--- src/rtl/multicycle_ctrl_if.sv ---
`default_nettype none
// ============================================================================
// Module      : multicycle_ctrl_if
// Description : Control/datapath bundle between multicycle_ctrl and its datapath
// Revision    : 1.0 - initial release
// ============================================================================
interface multicycle_ctrl_if #(
    parameter int CNT_W = 16
);
    logic             run;
    logic [31:0]      instr;
    logic [4:0]       status;
    logic             pc_en;
    logic             pcsrc;
    logic             alusrc;
    logic [3:0]       aluop;
    logic             memrw;
    logic             wb;
    logic             regrw;
    logic [1:0]       immgen_ctrl;
    logic             halt;
    logic             done;
    logic [2:0]       state;
    logic [CNT_W-1:0] retired;

    modport master (
        input  run, instr, status,
        output pc_en, pcsrc, alusrc, aluop, memrw, wb, regrw,
               immgen_ctrl, halt, done, state, retired
    );

    modport slave (
        output run, instr, status,
        input  pc_en, pcsrc, alusrc, aluop, memrw, wb, regrw,
               immgen_ctrl, halt, done, state, retired
    );
endinterface
`default_nettype wire

--- src/rtl/multicycle_ctrl.sv ---
`default_nettype none
// ============================================================================
// Module      : multicycle_ctrl
// Description : FETCH/DECODE/EXEC/MEM/WB sequencer for an RV32I-subset datapath
// Revision    : 1.0 - initial release
// ============================================================================
module multicycle_ctrl #(
    parameter int CNT_W = 16
) (
    input  wire logic          clk,
    input  wire logic          rst,
    multicycle_ctrl_if.master  bus
);

    typedef enum logic [2:0] {
        ST_FETCH  = 3'd0,
        ST_DECODE = 3'd1,
        ST_EXEC   = 3'd2,
        ST_MEM    = 3'd3,
        ST_WB     = 3'd4,
        ST_TRAP   = 3'd5
    } state_t;

    localparam logic [2:0] c_CLS_R   = 3'd0;
    localparam logic [2:0] c_CLS_I   = 3'd1;
    localparam logic [2:0] c_CLS_LD  = 3'd2;
    localparam logic [2:0] c_CLS_ST  = 3'd3;
    localparam logic [2:0] c_CLS_BR  = 3'd4;
    localparam logic [2:0] c_CLS_BAD = 3'd7;

    localparam logic [3:0] c_OP_ADD = 4'b0000;
    localparam logic [3:0] c_OP_SUB = 4'b0001;
    localparam logic [3:0] c_OP_AND = 4'b0010;
    localparam logic [3:0] c_OP_OR  = 4'b0011;
    localparam logic [3:0] c_OP_XOR = 4'b0100;
    localparam logic [3:0] c_OP_SLL = 4'b0101;
    localparam logic [3:0] c_OP_SRL = 4'b0110;
    localparam logic [3:0] c_OP_SRA = 4'b0111;
    localparam logic [3:0] c_OP_SLT = 4'b1000;

    // Only opcode, funct3 and bit 30 steer control: packed as {b30, funct3, opcode}
    function automatic logic [4:0] f_alu(input logic [10:0] fld, input logic is_r);
        logic [2:0] f3;
        logic       b30;
        f3  = fld[9:7];
        b30 = fld[10];
        case (f3)
            3'b000:  f_alu = {1'b1, (is_r && b30) ? c_OP_SUB : c_OP_ADD};
            3'b001:  f_alu = {1'b1, c_OP_SLL};
            3'b010:  f_alu = {1'b1, c_OP_SLT};
            3'b100:  f_alu = {1'b1, c_OP_XOR};
            3'b101:  f_alu = {1'b1, b30 ? c_OP_SRA : c_OP_SRL};
            3'b110:  f_alu = {1'b1, c_OP_OR};
            3'b111:  f_alu = {1'b1, c_OP_AND};
            default: f_alu = {1'b0, c_OP_ADD};
        endcase
    endfunction

    function automatic logic [2:0] f_class(input logic [10:0] fld);
        logic [4:0] alu_r;
        logic [4:0] alu_i;
        alu_r = f_alu(fld, 1'b1);
        alu_i = f_alu(fld, 1'b0);
        case (fld[6:0])
            7'b0110011: f_class = alu_r[4] ? c_CLS_R : c_CLS_BAD;
            7'b0010011: f_class = alu_i[4] ? c_CLS_I : c_CLS_BAD;
            7'b0000011: f_class = (fld[9:7] == 3'b010) ? c_CLS_LD : c_CLS_BAD;
            7'b0100011: f_class = (fld[9:7] == 3'b010) ? c_CLS_ST : c_CLS_BAD;
            7'b1100011: f_class = (fld[9:8] == 2'b00) ? c_CLS_BR : c_CLS_BAD;
            default:    f_class = c_CLS_BAD;
        endcase
    endfunction

    state_t           r_state;
    state_t           w_next;
    logic [10:0]      r_instr;
    logic             r_halt;
    logic [CNT_W-1:0] r_retired;

    logic [10:0] w_fields;
    logic [2:0]  w_dec_cls;
    logic [2:0]  w_cls;
    logic [4:0]  w_alu;
    logic        w_taken;
    logic        w_unused_bits;

    logic       w_pc_en;
    logic       w_pcsrc;
    logic       w_alusrc;
    logic [3:0] w_aluop;
    logic       w_memrw;
    logic       w_wb;
    logic       w_regrw;
    logic [1:0] w_immgen;
    logic       w_done;

    assign w_fields      = {bus.instr[30], bus.instr[14:12], bus.instr[6:0]};
    assign w_unused_bits = ^{bus.instr[31], bus.instr[29:15], bus.instr[11:7], bus.status[3:0]};
    assign w_dec_cls     = f_class(w_fields);
    assign w_cls         = f_class(r_instr);
    assign w_alu         = f_alu(r_instr, (w_cls == c_CLS_R));
    // funct3[0] distinguishes BNE from BEQ
    assign w_taken       = r_instr[7] ? ~bus.status[4] : bus.status[4];

    always_ff @(posedge clk) begin
        if (rst) begin
            r_state   <= ST_FETCH;
            r_instr   <= '0;
            r_halt    <= 1'b0;
            r_retired <= '0;
        end else begin
            r_state <= w_next;
            if (r_state == ST_DECODE) begin
                r_instr <= w_fields;
            end
            if (w_done) begin
                r_retired <= r_retired + CNT_W'(1);
            end
            if (w_next == ST_TRAP) begin
                r_halt <= 1'b1;
            end
        end
    end

    always_comb begin
        w_next   = r_state;
        w_pc_en  = 1'b0;
        w_pcsrc  = 1'b0;
        w_alusrc = 1'b0;
        w_aluop  = c_OP_ADD;
        w_memrw  = 1'b0;
        w_wb     = 1'b1;
        w_regrw  = 1'b0;
        w_immgen = 2'b00;
        w_done   = 1'b0;

        // Datapath selects stay constant from EXEC through MEM and WB
        if (r_state == ST_EXEC || r_state == ST_MEM || r_state == ST_WB) begin
            case (w_cls)
                c_CLS_R:  begin w_alusrc = 1'b0; w_immgen = 2'b00; w_aluop = w_alu[3:0]; end
                c_CLS_I:  begin w_alusrc = 1'b1; w_immgen = 2'b01; w_aluop = w_alu[3:0]; end
                c_CLS_LD: begin w_alusrc = 1'b1; w_immgen = 2'b01; w_aluop = c_OP_ADD;   end
                c_CLS_ST: begin w_alusrc = 1'b1; w_immgen = 2'b10; w_aluop = c_OP_ADD;   end
                c_CLS_BR: begin w_alusrc = 1'b0; w_immgen = 2'b11; w_aluop = c_OP_SUB;   end
                default:  begin w_alusrc = 1'b0; w_immgen = 2'b00; w_aluop = c_OP_ADD;   end
            endcase
        end

        case (r_state)
            ST_FETCH: begin
                if (bus.run) w_next = ST_DECODE;
            end
            ST_DECODE: begin
                w_next = (w_dec_cls == c_CLS_BAD) ? ST_TRAP : ST_EXEC;
            end
            ST_EXEC: begin
                case (w_cls)
                    c_CLS_R, c_CLS_I:   w_next = ST_WB;
                    c_CLS_LD, c_CLS_ST: w_next = ST_MEM;
                    c_CLS_BR: begin
                        w_pcsrc = w_taken;
                        w_pc_en = 1'b1;
                        w_done  = 1'b1;
                        w_next  = ST_FETCH;
                    end
                    default:            w_next = ST_FETCH;
                endcase
            end
            ST_MEM: begin
                if (w_cls == c_CLS_ST) begin
                    w_memrw = 1'b1;
                    w_pc_en = 1'b1;
                    w_done  = 1'b1;
                    w_next  = ST_FETCH;
                end else begin
                    w_next  = ST_WB;
                end
            end
            ST_WB: begin
                w_regrw = 1'b1;
                w_wb    = (w_cls != c_CLS_LD);
                w_pc_en = 1'b1;
                w_done  = 1'b1;
                w_next  = ST_FETCH;
            end
            ST_TRAP: begin
                w_next = ST_TRAP;
            end
            default: begin
                w_next = ST_FETCH;
            end
        endcase
    end

    assign bus.pc_en       = w_pc_en;
    assign bus.pcsrc       = w_pcsrc;
    assign bus.alusrc      = w_alusrc;
    assign bus.aluop       = w_aluop;
    assign bus.memrw       = w_memrw;
    assign bus.wb          = w_wb;
    assign bus.regrw       = w_regrw;
    assign bus.immgen_ctrl = w_immgen;
    assign bus.halt        = r_halt;
    assign bus.done        = w_done;
    assign bus.state       = r_state;
    assign bus.retired     = r_retired;

endmodule
`default_nettype wire

--- src/flat_wrapper.sv ---
// flat-port wrapper written by rule: the top's interface ports become plain ports
module multicycle_ctrl_flat 
#(
    parameter int CNT_W = 16
)
  (clk, rst, bus_run, bus_instr, bus_status, bus_pc_en, bus_pcsrc, bus_alusrc, bus_aluop, bus_memrw, bus_wb, bus_regrw, bus_immgen_ctrl, bus_halt, bus_done, bus_state, bus_retired);
  multicycle_ctrl_if #(.CNT_W(CNT_W)) bus_i ();
  input  wire logic clk;
  input  wire logic rst;
  input wire logic [$bits(bus_i.run)-1:0] bus_run;
  input wire logic [$bits(bus_i.instr)-1:0] bus_instr;
  input wire logic [$bits(bus_i.status)-1:0] bus_status;
  output wire logic [$bits(bus_i.pc_en)-1:0] bus_pc_en;
  output wire logic [$bits(bus_i.pcsrc)-1:0] bus_pcsrc;
  output wire logic [$bits(bus_i.alusrc)-1:0] bus_alusrc;
  output wire logic [$bits(bus_i.aluop)-1:0] bus_aluop;
  output wire logic [$bits(bus_i.memrw)-1:0] bus_memrw;
  output wire logic [$bits(bus_i.wb)-1:0] bus_wb;
  output wire logic [$bits(bus_i.regrw)-1:0] bus_regrw;
  output wire logic [$bits(bus_i.immgen_ctrl)-1:0] bus_immgen_ctrl;
  output wire logic [$bits(bus_i.halt)-1:0] bus_halt;
  output wire logic [$bits(bus_i.done)-1:0] bus_done;
  output wire logic [$bits(bus_i.state)-1:0] bus_state;
  output wire logic [$bits(bus_i.retired)-1:0] bus_retired;
  assign bus_i.run = bus_run;
  assign bus_i.instr = bus_instr;
  assign bus_i.status = bus_status;
  assign bus_pc_en = bus_i.pc_en;
  assign bus_pcsrc = bus_i.pcsrc;
  assign bus_alusrc = bus_i.alusrc;
  assign bus_aluop = bus_i.aluop;
  assign bus_memrw = bus_i.memrw;
  assign bus_wb = bus_i.wb;
  assign bus_regrw = bus_i.regrw;
  assign bus_immgen_ctrl = bus_i.immgen_ctrl;
  assign bus_halt = bus_i.halt;
  assign bus_done = bus_i.done;
  assign bus_state = bus_i.state;
  assign bus_retired = bus_i.retired;
  multicycle_ctrl #(.CNT_W(CNT_W)) u_core (.clk(clk), .rst(rst), .bus(bus_i));
endmodule
--- config.mk ---
export PLATFORM = sky130hd
export DESIGN_NAME = multicycle_ctrl_flat
export DESIGN_NICKNAME = d
export VERILOG_FILES = /design/src/rtl/multicycle_ctrl_if.sv /design/src/rtl/multicycle_ctrl.sv /design/src/flat_wrapper.sv
export SDC_FILE = /design/constraint.sdc
export NUM_CORES = 1
export LEC_CHECK = 0
export CAP_MARGIN = 20
export CORE_MARGIN = 1.5
export CORE_UTILIZATION = 25
export CTS_BUF_LIST = sky130_fd_sc_hd__clkbuf_8
export DETAILED_ROUTE_END_ITERATION = 6
export PLACE_DENSITY = 0.57
export SLEW_MARGIN = 40
export SYNTH_ARGS = -nofsm -noshare
export SYNTH_HDL_FRONTEND = slang
export SYNTH_SLANG_ARGS = --single-unit
--- constraint.sdc ---
create_clock -name clk -period 2.5 [get_ports clk]
set_clock_uncertainty 0.1 [all_clocks]
set_input_delay 0.25 -clock clk [delete_from_list [all_inputs] [get_ports clk]]
set_output_delay 0.25 -clock clk [all_outputs]
set_load 0.005 [all_outputs]
==> tab_implementation.tex <==
\begin{tabular}{lr}
\hline
Metric & Value \\
\hline
\multicolumn{2}{l}{\textbf{Layout}} \\
\quad Layout area overhead & 35.0\% \\
\quad Net count of the finished layout & 326 \\
\quad Total non-filler cell area in the finished layout & 0.00271 mm2 \\
\quad Final-layout fill cell count & just over 800 \\
\quad Antenna diodes & 0 \\
\quad Fraction of layout instances using a drive strength above 1 & 20.6\% \\
\multicolumn{2}{l}{\textbf{Detailed routing}} \\
\quad Routed vias/inst & 4.61 \\
\quad Final antenna-violating net count & 0 \\
\quad Remaining DRCs & 0 \\
\quad First-iteration detailed-routing DRC count & 72 \\
\quad Drt first pass iters & 4 \\
\quad Routed length per instance & 12.5 um \\
\quad Routed via count & 1789 \\
\quad Total wire length after detailed routing & between 4 and 5 mm \\
\multicolumn{2}{l}{\textbf{CTS}} \\
\quad Clock root buffer & clkbuf\_8 \\
\quad Number of buffers on the longest clock path & 2 \\
\quad CTS clk-pin slew, worst paths & about 0.060 ns \\
\quad Clock buffers created by TritonCTS & 5 \\
\quad CTS Sinks & 31 \\
\quad H-tree depth & 2 \\
\quad Clock latency of the later-clocked register in the worst-skew pair & 0.28 ns \\
\quad CTS tree & done \\
\quad Cts hold-fix bufs & 0 \\
\multicolumn{2}{l}{\textbf{Placement}} \\
\quad Number of buffers inserted by port buffering & 47 \\
\quad Worst setup slack before clock tree synthesis & 0.0873 ns \\
\quad Gp weighted congestion & about 0.76 \\
\quad Post-DP HPWL & $\sim$3.4 mm \\
\quad Placement Cell Area & 0.00255 mm2 \\
\multicolumn{2}{l}{\textbf{Global routing}} \\
\quad Global routing usage summed across all routing layers & between 10\% and 20\% \\
\quad Pin count of the biggest net entering global routing & 47 \\
\quad Congestion Overflow GR & 0 \\
\quad First-pass GRT wire length & around 8.2 mm \\
\quad Number of antenna violations at the first check in global routing & 0 \\
\quad Number of global-route vias before repair & 1714 \\
\multicolumn{2}{l}{\textbf{Timing}} \\
\quad FMAX & 0.413 GHz \\
\quad Count of pins over their slew limit & 0 \\
\quad Worst Setup Slack, final & 0.0792 ns \\
\quad RSZ-0062 raised after global routing & yes \\
\quad Part of the cycle the worst path needs & 96.8\% \\
\quad Transition at the pin with the smallest max-transition slack & 0.462 ns \\
\quad Hold Violations, Final & 0 \\
\quad Slew headroom & 69.2\% \\
\quad Setup Viol. Count Final & 0 \\
\quad Time the final worst path needs with I/O delays and setup & 2.42 ns \\
\multicolumn{2}{l}{\textbf{Logic synthesis}} \\
\quad Synth Instances & 238 \\
\quad Area fraction in compound gates after synthesis & roughly 17\% \\
\quad Ranking of synthesized cells by area & dfxtp\_1 31\%, nor2\_1 6.9\%, nor2b\_1 6.6\% \\
\quad Most common flop cell mapped by yosys & dfxtp\_1 \\
\quad Combinational family with the most area after synthesis & simple AND/OR/NAND/NOR gates \\
\quad Mean post-synth cell area & between 8 and 9 um2 \\
\quad Net count of the mapped netlist & 279 \\
\quad Synth cell types & 52 \\
\quad Parity-gate share of the synthesized area counting xor and xnor cells & less than 1\% \\
\quad Seq/Total Area, Yosys & 31.0\% \\
\quad Synthesized cell area & 0.00200 mm2 \\
\quad Leading area contributor after synthesis & dfxtp\_1 \\
\quad Post-synthesis adder-cell area fraction & 0.625\% \\
\quad Count of flip-flops with a built-in enable after synthesis & 0 \\
\quad Share of the synthesized area in the top cell type & 31.0\% \\
\quad Top-count cell post-synth & nor2\_1 \\
\quad Top post-synthesis cells by count & 37 x nor2\_1, 31 x dfxtp\_1, 21 x nor2b\_1 \\
\quad Post-Synth Simple-Gate Area & a little under a third \\
\quad Warnings from Yosys & 0 \\
\quad Seq cells post-synth & 31 \\
\quad Fraction of synthesis flops using an asynchronous set or reset pin & 0\% \\
\quad Share of synthesized area spent on multiplexers & 13.8\% \\
\multicolumn{2}{l}{\textbf{Power}} \\
\quad Internal power summed over all cells & 0.000875 W \\
\quad Power density cells & 438 mW/mm2 \\
\quad Switching part of the total & a little over a quarter \\
\quad Part of the power in registers & a little under half \\
\quad Leakage power total & 1.02 nW \\
\quad Share of power burned in combinational logic & 17.7\% \\
\quad Peak supply drop & $\sim$0.21 mV \\
\quad Switching power of the nets & 0.000310 W \\
\quad Clock power frac & a little over a third \\
\multicolumn{2}{l}{\textbf{Status}} \\
\quad Outcome & finished clean \\
\multicolumn{2}{l}{\textbf{Setup path}} \\
\quad Startpoint class of the critical path & flip-flop \\
\quad Worst Path Arrival & a little over 2 ns \\
\quad CP Data Required Time & 2.15 ns \\
\quad Crit path max fanout & 4 \\
\quad Type of destination of the critical path & output port \\
\quad Category of the critical setup timing path & flip-flop to output port \\
\multicolumn{2}{l}{\textbf{Die}} \\
\quad Core Rows & 32 \\
\quad Die area & 0.00856 mm2 \\
\quad Core ar. & approximately 0.0077 mm2 \\
\quad Chip width & 92.5 um \\
\quad Number of I/O pins & 73 \\
\quad Die Height & 92.5 um \\
\quad Starting Density & 25.9\% \\
\multicolumn{2}{l}{\textbf{Worst hold path}} \\
\quad HP Class & flip-flop to flip-flop \\
\multicolumn{2}{l}{\textbf{Job}} \\
\quad Total of max-cap violations & 0 \\
\hline
\end{tabular}
-- layout make-up --
type	instances	area (um2)	share of cell area, %
clock buffers	7	96.3	3.56
clock inverters	1	3.75	0.139
inverters	5	18.8	0.694
multi-input cells	185	1280	47.4
flip-flops and latches	31	629	23.3
well taps	102	128	4.72
repair buffers	57	547	20.2
-- per-stage QoR --
step | utilization (%) | cells | hold WS (ns) | TNS [ns] | power (W)
final | 35.0 | 388 | 0.362 | 0 | 0.00119
after global routing | 35.0 | 388 | 0.390 | -0.117 | 0.00125
after CTS | 34.4 | 386 | 0.359 | 0 | 0.00120
after detailed placement | 33.0 | 378 | 0.339 | 0 | 0.000759
after global placement | 33.0 | 378 | 0.337 | 0 | 0.000757
after floorplan | - | 238 | 0.289 | 0 | 0.000685
-- registers in the layout (all words and copies together) (netlist names) --
register,count
u_core.bus.retired,16
u_core.r_instr,11
u_core.bus.state,3
u_core.bus.halt,1
-- layer usage --
| metal | global-route usage [%] | up-vias | wire, um |
|---|---|---|---|
| met1 | 15.6 | 824 | 2360 |
| met2 | 19.2 | 32 | 2210 |
| met3 | 2.79 | 4 | 201 |
| met4 | 4.23 | 0 | 62 |
| li1 | - | 929 | - |
| met5 | 0 | - | 0 |
-- cells in the final DEF (no fill, tap or decap), types with 2 or more instances in the layout --
master	netlist	routed
dfxtp_2	0	4
nand2_1	11	8
mux2_2	9	9
nor2_1	37	36
mux2_4	5	5
nand4_1	4	4
o21ai_0	6	6
a211o_1	2	2
clkdlybuf4s50_1	0	45
a21oi_2	6	7
o22ai_1	3	3
dfxtp_1	31	26
inv_1	5	6
a21oi_1	18	17
and2_1	2	2
and3_1	4	4
nand2_2	0	3
buf_4	1	10
nor3_1	3	3
o211ai_1	2	2
nor2b_2	0	2
nor2b_1	21	19
nand2b_1	4	3
and4_1	3	3
clkbuf_8	0	7
mux2i_1	10	10
nand3_1	10	10
-- power groups by stage --
stage | Clock, W | Sequential (W) | Combinational (W)
finish | 0.000427 | 0.000548 | 0.000210
global route | 0.000471 | 0.000553 | 0.000231
CTS | 0.000444 | 0.000547 | 0.000204
detailed placement | 0 | 0.000557 | 0.000202
global placement | 0 | 0.000556 | 0.000201
floorplan | 0 | 0.000546 | 0.000139
-- timing repair --
item | 4_1_cts | 5_1_grt
buffers inserted | 0 | 2
setup endpoints to repair | 10 | 9
pin swaps | 2 | 5
resized for setup | 6 | 12
-- cell families after synthesis --
family | count (synthesis)
simple gates | 110
xor+xnor | 1
mux | 24
fa+ha+maj | 1
buf+inv | 22
flops | 31
compound gates | 49
-- worst paths after layout --
| check | start | to | slack (ns) | cells past startpoint |
|---|---|---|---|---|
| setup / recovery | u_core.r_instr[3] | bus_alusrc | 0.08 | 5 |
| hold / removal | u_core.bus.halt | u_core.bus.halt | 0.36 | 2 |
| setup reg to reg | u_core.r_instr[3] | u_core.bus.retired[2] | 0.23 | 7 |
| hold reg to reg | u_core.bus.halt | u_core.bus.halt | 0.36 | 2 |
-- worst max-delay path, stage by stage (launching register included) --
cell,delay (ns)
dfxtp_1,0.31
and4bb_2,0.35
o2111a_2,0.22
nor2b_2,0.17
a21boi_1,0.21
clkdlybuf4s50_1,0.53
Note: power is estimated with default switching activity, not from simulation.
